$ cat src/rtl/mxint_block_quantizer.sv
// rtl/mxint_block_quantizer.sv - streaming float32 to MXINT block quantizer; MXINT_SAT_FLAG_EN adds o_saturated
module mxint_block_quantizer #(
    parameter int BLOCK_SIZE = 32,
    parameter int ELEM_WIDTH = 8
) (
    input  logic                  i_clk,
    input  logic                  i_rst,
    input  logic [31:0]           i_float32,
    input  logic                  i_valid,
    output logic                  o_in_ready,
    output logic                  o_valid,
    input  logic                  i_ready,
    output logic [7:0]            o_scale,
    output logic [ELEM_WIDTH-1:0] o_element,
`ifdef MXINT_SAT_FLAG_EN
    output logic                  o_saturated,
`endif
    output logic                  o_last
);

    localparam int IDX_W = $clog2(BLOCK_SIZE);
    localparam int FRAC  = ELEM_WIDTH - 2;
    localparam logic [IDX_W-1:0]      LAST_IDX = IDX_W'(BLOCK_SIZE - 1);
    localparam logic [ELEM_WIDTH-1:0] MAX_CODE = {1'b0, {(ELEM_WIDTH-1){1'b1}}};
    localparam logic [9:0]            BASE_SHIFT = 10'(23 - FRAC);

    typedef enum logic {
        COLLECT,
        EMIT
    } state_t;

    state_t state, state_nxt;

    logic [31:0]      mem [BLOCK_SIZE];
    logic [IDX_W-1:0] wr_idx;
    logic [IDX_W-1:0] rd_idx;
    logic [7:0]       max_exp;
    logic             nan_seen;

    logic             in_fire;
    logic             out_fire;
    logic [7:0]       in_exp;

    assign in_exp   = i_float32[30:23];
    assign in_fire  = i_valid && o_in_ready;
    assign out_fire = o_valid && i_ready;

    always_ff @(posedge i_clk) begin
        if (i_rst) begin
            state <= COLLECT;
        end else begin
            state <= state_nxt;
        end
    end

    always_comb begin
        state_nxt  = state;
        o_in_ready = 1'b0;
        o_valid    = 1'b0;
        case (state)
            COLLECT: begin
                o_in_ready = 1'b1;
                if (i_valid && (wr_idx == LAST_IDX)) begin
                    state_nxt = EMIT;
                end
            end
            EMIT: begin
                o_valid = 1'b1;
                if (i_ready && (rd_idx == LAST_IDX)) begin
                    state_nxt = COLLECT;
                end
            end
            default: state_nxt = COLLECT;
        endcase
    end

    // Indices are power-of-two wide, so the final increment wraps them to zero.
    always_ff @(posedge i_clk) begin
        if (i_rst) begin
            wr_idx   <= '0;
            rd_idx   <= '0;
            max_exp  <= 8'd0;
            nan_seen <= 1'b0;
        end else begin
            if (in_fire) begin
                wr_idx <= wr_idx + 1'b1;
                if (in_exp == 8'hFF) begin
                    nan_seen <= 1'b1;
                end else if ((in_exp != 8'd0) && (in_exp > max_exp)) begin
                    max_exp <= in_exp;
                end
            end
            if (out_fire) begin
                rd_idx <= rd_idx + 1'b1;
                if (rd_idx == LAST_IDX) begin
                    max_exp  <= 8'd0;
                    nan_seen <= 1'b0;
                end
            end
        end
    end

    always_ff @(posedge i_clk) begin
        if (in_fire && !i_rst) begin
            mem[wr_idx] <= i_float32;
        end
    end

    logic [31:0]           cur;
    logic                  cur_sign;
    logic [7:0]            cur_exp;
    logic [23:0]           sig;
    logic [7:0]            exp_diff;
    logic [9:0]            shift;
    logic [23:0]           trunc;
    logic                  guard;
    logic                  sticky;
    logic [24:0]           rounded;
    logic [ELEM_WIDTH-1:0] mag;
    logic                  sat;
    logic [ELEM_WIDTH-1:0] elem;

    assign cur      = mem[rd_idx];
    assign cur_sign = cur[31];
    assign cur_exp  = cur[30:23];
    assign sig      = {1'b1, cur[22:0]};

    // Round-to-nearest-even of sig scaled down to FRAC fraction bits against max_exp.
    always_comb begin
        exp_diff = max_exp - cur_exp;
        shift    = BASE_SHIFT + {2'b00, exp_diff};
        trunc    = 24'd0;
        guard    = 1'b0;
        sticky   = 1'b0;
        rounded  = 25'd0;
        mag      = '0;
        sat      = 1'b0;
        elem     = '0;
        if (!nan_seen && (cur_exp != 8'd0)) begin
            if (shift < 10'd25) begin
                trunc   = sig >> shift;
                guard   = |(sig & (24'd1 << (shift - 10'd1)));
                sticky  = |(sig & ((24'd1 << (shift - 10'd1)) - 24'd1));
                rounded = {1'b0, trunc} + {24'd0, guard & (sticky | trunc[0])};
            end
            if (rounded > {{(25-ELEM_WIDTH){1'b0}}, MAX_CODE}) begin
                mag = MAX_CODE;
                sat = 1'b1;
            end else begin
                mag = rounded[ELEM_WIDTH-1:0];
            end
            elem = cur_sign ? -mag : mag;
        end
    end

    always_comb begin
        o_scale   = 8'd0;
        o_element = '0;
        o_last    = 1'b0;
        if (state == EMIT) begin
            o_scale   = nan_seen ? 8'hFF : max_exp;
            o_element = elem;
            o_last    = (rd_idx == LAST_IDX);
        end
    end

`ifdef MXINT_SAT_FLAG_EN
    assign o_saturated = (state == EMIT) && sat;
`endif

endmodule

$ cat config.mk
export PLATFORM = sky130hd
export DESIGN_NAME = mxint_block_quantizer
export DESIGN_NICKNAME = d
export VERILOG_FILES = /design/src/rtl/mxint_block_quantizer.sv
export SDC_FILE = /design/constraint.sdc
export NUM_CORES = 1
export LEC_CHECK = 0
export BUFFER_PORTS_ARGS = -buffer_cell sky130_fd_sc_hd__buf_2
export CORE_MARGIN = 2
export CORE_UTILIZATION = 45
export DETAILED_ROUTE_END_ITERATION = 16
export PLACE_DENSITY_LB_ADDON = 0.3
export SYNTH_ARGS = -nofsm -noshare
export SYNTH_HDL_FRONTEND = slang
export SYNTH_SLANG_ARGS = --single-unit
$ cat constraint.sdc
create_clock -name i_clk -period 8.72 [get_ports i_clk]
set_clock_uncertainty 0.2 [all_clocks]
set_input_delay 0.872 -clock i_clk [delete_from_list [all_inputs] [get_ports i_clk]]
set_output_delay 0.872 -clock i_clk [all_outputs]
set_load 0.02 [all_outputs]
==> out/results.ini, run 1 <==
[timing]
tightest_slew_ns=1.47
relSlewSlack=0.0170
period_share=0.957
setup_viol=0
post-route-min-period_ns=8.34
fmax_mhz=120
rsz0062_at_grt=false
setup_ws_ns=0.379
slew_viol_final=0
final.setup.tns_ns=0
final-hold-violation-count=0
holdWs_ns=0.278

[global_route]
grt_max_degree=59
overflow=0
grt_pass1_vias=23300
grt_first_pass_wirelength_um=162000
grtUsageTotal=0.229
antenna_found_initial=5

[critical_path]
crit_fanout=13
cp.required_ns=7.65
cp_cell_sequence=buf_4, buf_16, mux4_2, mux4_2, mux2i_1, ha_1, o2111ai_1, nand2_1, o221ai_1, buf_4, nand3_1, nor3_1, o211ai_1, or4_1, a31oi_1, mux2i_1, nor2_1, a311oi_1, buf_2
critical_path_class=flip-flop to primary output
reg2reg_from=state
arrival_ns=7.27
crit_path_start_kind=flip-flop
cp.buffers_inverters=4
cp_top_family=multiplexers
crit_path_end_kind=primary output
ff2ff_setup_slack_ns=5.24
reg2regPathDepth=6
slowest_stage=or4_1
cp_slowest_stage_delay_ns=0.61
r2r_end=mem[13][22]

[detailed_routing]
top_layer=met5
drt-met1-wl_um=45500
drt_wl_total_um=112000
routed-wl-met2_um=54600
drt_iter0_markers=2746
wire_per_inst_um=29.3
drt_drc_violations_left=0
route.met3.wl_um=9480
firstDrtPassIters=6
ant_nets=0
vias=23300
via_per_inst=6.11

[pwr]
peakVddDrop_uv=184
power.density_nw_per_um2=215
p_leak_nw=15.0

[clock_tree]
cts.htree.levels=3
clk_path_buf_depth=3
numCtsBuffers=102
clockRootBuffer=clkbuf_16
clock_sinks=1049
clock_latency_ns=0.67
clk_pin_slew_worst_paths_ns=0.06
cts_tree=yes

[synthesis]
synth.mux.area_fraction=0.143
synth_top_family_by_area=multiplexers
syn_area_per_cell_um2=18.4
syn_area_um2=42800
synth_xor_area_frac=0.00614
synth_cell_types=86
synthArstFlopShare=0
yosysSeqAreaShare=0.730
yosysMostFrequentCell=edfxtp_1
ys.flop_type=edfxtp_1
netlist_instances=2322
synth_compound_area_frac=0.0477
synth_edf_count=1024
synth_common_cells=edfxtp_1, mux4_2, nor2_1
yosys-top-cells-area=edfxtp_1, mux4_2, mux2i_1
ys_ff_latch=1049
synth_warnings=0
synth_adder_area_share=0.00807
synth-simple-area-share=0.0490
netlist.area_leader.share=0.718
synth_top_cell_by_area=edfxtp_1

[final_layout]
num_antenna_cells=0
drive_above_1_share=0.229
utilization=0.514
layout.cells.non_filler=3814
fin_nets=2526
syn2layout_area_growth_pct=13.5

[hold_path]
whs_path_depth=3
hold_path_end=state
hold_path_class=primary input to flip-flop
hold_path.startpoint=i_valid

[status]
outcome=complete, no violations

[floorplanning]
rows=113
die_w_um=312
dieHeight_um=312
ios=55
die_area_um2=97600
floorplan.initialDensity=0.453
core_um2=94600

[place]
portBuffers=54
post-place-ws_ns=0.295
dp_hpwl_um=62900
place_congestion=0.902
placedCellCount=3618

[flow_run]
maxCapViolCount=0

-- where the power goes --
group / internal [mW] / total, mW / switching, mW
Combinational: 0.155 / 0.498 / 0.343
Sequential: 5.55 / 5.56 / 0.00905
Clock: 2.51 / 4.40 / 1.89
-- worst reg2reg max path, stage by stage (launching register included) --
cell and delay, ns:
dfxtp_1 0.37, nor2b_1 0.13, buf_4 0.20, nor2b_1 0.28
nand2_1 0.50, nor2_4 0.90, buf_4 0.55
-- worst max path at each step --
stage / start / slack (ns) / cells past startpoint / end
detailed placement: flip-flop / 0.29 / 23 / o_element[6]
CTS: flip-flop / 0.009 / 23 / o_element[6]
global placement: flip-flop / 0.37 / 23 / o_element[6]
finish: flip-flop / 0.38 / 19 / o_element[7]
floorplan: flip-flop / 0.10 / 30 / o_element[6]
global route: flip-flop / 0.02 / 27 / o_element[6]
-- registers in the layout, indices dropped and copies added (netlist names), named ones only --
name	flops
max_exp	8
mem	1024
nan_seen	1
rd_idx	5
state	1
wr_idx	5
-- cell usage in the layout, fill, tap and decap left out, types with 8 or more instances in the layout --
cell type  count
edfxtp_1    1024
mux4_2       187
mux2i_1      148
nor2_1       125
clkbuf_16    105
nand2_1       85
buf_4         82
a22oi_1       73
buf_2         54
a21oi_1       50
nand3_1       38
nor3_1        33
nor2_4        33
o21ai_0       31
clkinv_2      28
inv_1         25
clkinv_1      25
ha_1          25
nor2b_1       21
dfxtp_1       20
nand4_1       15
o31ai_1       14
and2_1        13
mux4_1        13
xnor2_1       12
or3_1         11
bufinv_16     11
a31oi_1       10
xor2_1        10
mux2_2         9
or2_2          9
a211oi_1       9
clkbuf_1       9
a21o_1         8
o221ai_1       8
nand2b_1       8
o211ai_1       8
o22ai_1        8
-- layer usage --
metal / vias to the layer above / GRT usage
met5: - / 0
met4: 4 / 0.0544
met3: 180 / 0.0433
met2: 1058 / 0.375
met1: 12300 / 0.319
li1: 9788 / -
-- repair_timing --
action / 4_1_cts / 5_1_grt
resized for setup: 1 / 26
setup buffers: 5 / 0
hold buffers: 0 / 0
pin swaps: 0 / 5
endpoints found under the setup margin: 7 / 7
cloned: 0 / 1
-- kinds of logic (layout without fill, tap and decap cells) --
logic type / count (synthesis) / in the layout
flip-flops: 1049 / 1049
AND/OR/NAND/NOR: 440 / 440
multiplexers: 357 / 357
AO/OA/AOI/OAI: 287 / 287
buffers and inverters: 135 / 361
adder cells (fa/ha/maj): 27 / 27
XOR/XNOR: 26 / 26
other: 1 / 2
-- stage by stage --
stage / instance area [um2] / total power, mW
3_5_place_dp: 45000 / 6.14
2_1_floorplan: 42800 / 5.93
4_1_cts: 48500 / 10.5
3_3_place_gp: 45000 / 6.13
5_1_grt: 48600 / 10.7
6_report: 48600 / 10.5
-- cell type report --
type	count	area (um2)
Clock inverter	77	719
Tap cell	1265	1580
Inverter	28	105
Multi-Input combinational cell	1139	11300
Sequential cell	1049	31300
Fill cell	7460	46000
Clock buffer	113	2640
Timing Repair Buffer	143	1030
Note: power is estimated with default switching activity, not from simulation.
==> run 2, diff against run 1 <==
Settings changed: PLACE_DENSITY set to 0.64, PLACE_DENSITY_LB_ADDON 0.3 to unset.
==> out/results.ini, run 2 (synthesis results as in run 1) <==
[status]
outcome=complete, no violations

[timing]
slew_viol_final=0  ; unchanged
relSlewSlack=0.357  ; +0.340
post-route-min-period_ns=8.45  ; +0.112 ns
setup_viol=0  ; unchanged
tightest_slew_ns=0.965  ; -0.506 ns
final-hold-violation-count=0  ; unchanged
fmax_mhz=118  ; -1.3%
period_share=0.969  ; +0.0128

[final_layout]
syn2layout_area_growth_pct=13.3
top_regs=mem (1024), max_exp (8)
stdcell_area_um2=48500  ; -0.21%
most-common-layout-cells=edfxtp_1, mux4_2, mux2i_1
fin_nets=2535  ; +0.36%
regMostFlops=mem
mostFrequentLayoutCell=edfxtp_1
largest_reg_flops=1024  ; unchanged
multiInputGateArea_um2=11300  ; about the same
n_fill_cell=7465  ; +0.067%
drive_above_1_share=0.225  ; -0.00371
regArea_um2=31300  ; unchanged
layout.cells.non_filler=3818  ; +0.10%

[critical_path]
slowest_stage=or4_4
ff2ff_setup_slack_ns=5.11  ; -0.13 ns
critical_path_class=flip-flop to primary output
cp_slowest_stage_delay_ns=0.55  ; -0.06 ns
reg2reg_from=state
crit_end=o_element[6]
cp_cell_sequence=buf_4, mux4_2, mux4_2, mux2i_2, ha_2, a211oi_1, nor2_1, xor2_1, or4_4, a21o_4, a211o_4, a2111oi_2, mux2i_1, a2111oi_2, o2111a_2, nor2_1, a21oi_1, ha_2, nand3b_1, o221ai_2, and3_1, o21a_1, buf_2
cp.required_ns=7.65  ; about the same
crit_fanout=14  ; +1
crit_path_start_kind=flip-flop
reg2regPathDepth=6  ; unchanged
crit_path_end_kind=primary output
arrival_ns=7.38  ; +0.11 ns
r2r_end=mem[5][31]

[detailed_routing]
drt_iter0_markers=3044  ; +11%
via_per_inst=6.11  ; -0.12%
ant_nets=0  ; unchanged
drt_drc_violations_left=0  ; unchanged
wire_per_inst_um=29.2  ; -0.47%
drt_wl_total_um=111000  ; -0.36%
vias=23300  ; -0.017%
firstDrtPassIters=5  ; -1

[floorplanning]
core_um2=94600  ; unchanged
ios=55  ; unchanged
dieHeight_um=312  ; unchanged
die_area_um2=97600  ; unchanged
rows=113  ; unchanged
die_w_um=312  ; unchanged
floorplan.initialDensity=0.453  ; unchanged

[clock_tree]
cts.htree.levels=3  ; unchanged
cts_tree=yes
clock_sinks=1049  ; unchanged
clock_latency_ns=0.68  ; about the same
clk_pin_slew_worst_paths_ns=0.06  ; about the same
numCtsBuffers=103  ; +0.98%
clk_path_buf_depth=3  ; unchanged
clockRootBuffer=clkbuf_16

[pwr]
p_leak_nw=15.0  ; -0.27%
p_comb_frac=0.048  ; about the same
peakVddDrop_uv=161  ; -12%
p_sw_frac=0.215  ; +0.000353
seqPwrFrac=0.538  ; +0.007
total_power_mw=10.3  ; -1.3%
power_frac_clock=0.413  ; -0.008
power.density_nw_per_um2=213  ; -1.1%
internal_power_mw=8.11  ; -1.3%
p_sw_mw=2.22  ; -1.1%

[global_route]
overflow=0  ; unchanged
antenna_found_initial=4  ; -1
grt_first_pass_wirelength_um=161000  ; -0.44%
grtUsageTotal=0.227  ; -0.00148
grt_max_degree=64  ; +8.5%
grt_pass1_vias=23100  ; -0.67%

[flow_run]
maxCapViolCount=0  ; unchanged

[place]
place_congestion=0.914  ; +1.3%
portBuffers=54  ; unchanged
placedCellCount=3619  ; +0.028%
dpl_cell_area_um2=45000  ; about the same
dp_hpwl_um=63600  ; +1.1%

[hold_path]
hold_path_class=primary input to flip-flop
hold_path.startpoint=i_valid

==> run 2: cell type report <==
| class | instances | area share |
|---|---|---|
| antenna | 2 | 0.000103 |
| clock buffer | 126 | 0.0553 |
| clock inverter | 58 | 0.0113 |
| inverter | 28 | 0.00217 |
| multi-input combinational | 1139 | 0.232 |
| sequential | 1049 | 0.645 |
| tap | 1265 | 0.0326 |
| timing repair buffer | 151 | 0.0216 |
==> run 2: worst max-delay path, delay by kind of cell (launching register included) <==
family	cells	cell delay [ns]
compound gates	9	2.47
mux	4	1.30
simple gates	5	1.09
fa+ha+maj	2	0.64
flops	1	0.50
buf+inv	2	0.46
xor+xnor	1	0.21
==> run 2: timing repair <==
| item | 4_1_cts | 5_1_grt |
|---|---|---|
| hold buffers | 0 | 0 |
| cloned | 0 | 0 |
| endpoints found under the setup margin | 7 | 6 |
| endpoints found under the hold margin | 0 | 0 |
| pin swaps | 2 | 6 |
| buffers inserted | 9 | 4 |
| resized for setup | 8 | 28 |
==> run 2: metal layers <==
metal  vias up  global-route usage  wire length, um
li1       9808                   -                -
met3       161              0.0348             8550
met1     12300               0.325            46500
met4         4              0.0568             2210
met2      1045               0.369            54200
met5         -                   0               23
==> run 2: power by group through the flow <==
stage	combinational, mW	sequential [mW]	clock [mW]
final	0.497	5.56	4.27
after global routing	0.538	5.56	4.52
after CTS	0.473	5.56	4.33
after detailed placement	0.468	5.67	0
after global placement	0.463	5.66	0
after floorplan	0.261	5.66	0
==> run 2: worst min path at each step <==
stage                       to  slack (ns)  cells past startpoint
finish                   state        0.26                      3
global route             state        0.25                      3
CTS                      state        0.22                      3
detailed placement  max_exp[0]        0.36                      2
global placement     flip-flop        0.34                      2
floorplan            flip-flop        0.25                      2
==> run 2: per-stage QoR <==
stage	worst slack [ns]	setup TNS, ns	util	hold WS [ns]
2_1_floorplan	0.103	0	-	0.247
3_3_place_gp	0.362	0	0.476	0.341
3_5_place_dp	0.229	0	0.476	0.362
4_1_cts	0.0330	0	0.511	0.225
5_1_grt	-0.0707	-0.0864	0.513	0.249
6_report	0.267	0	0.513	0.263
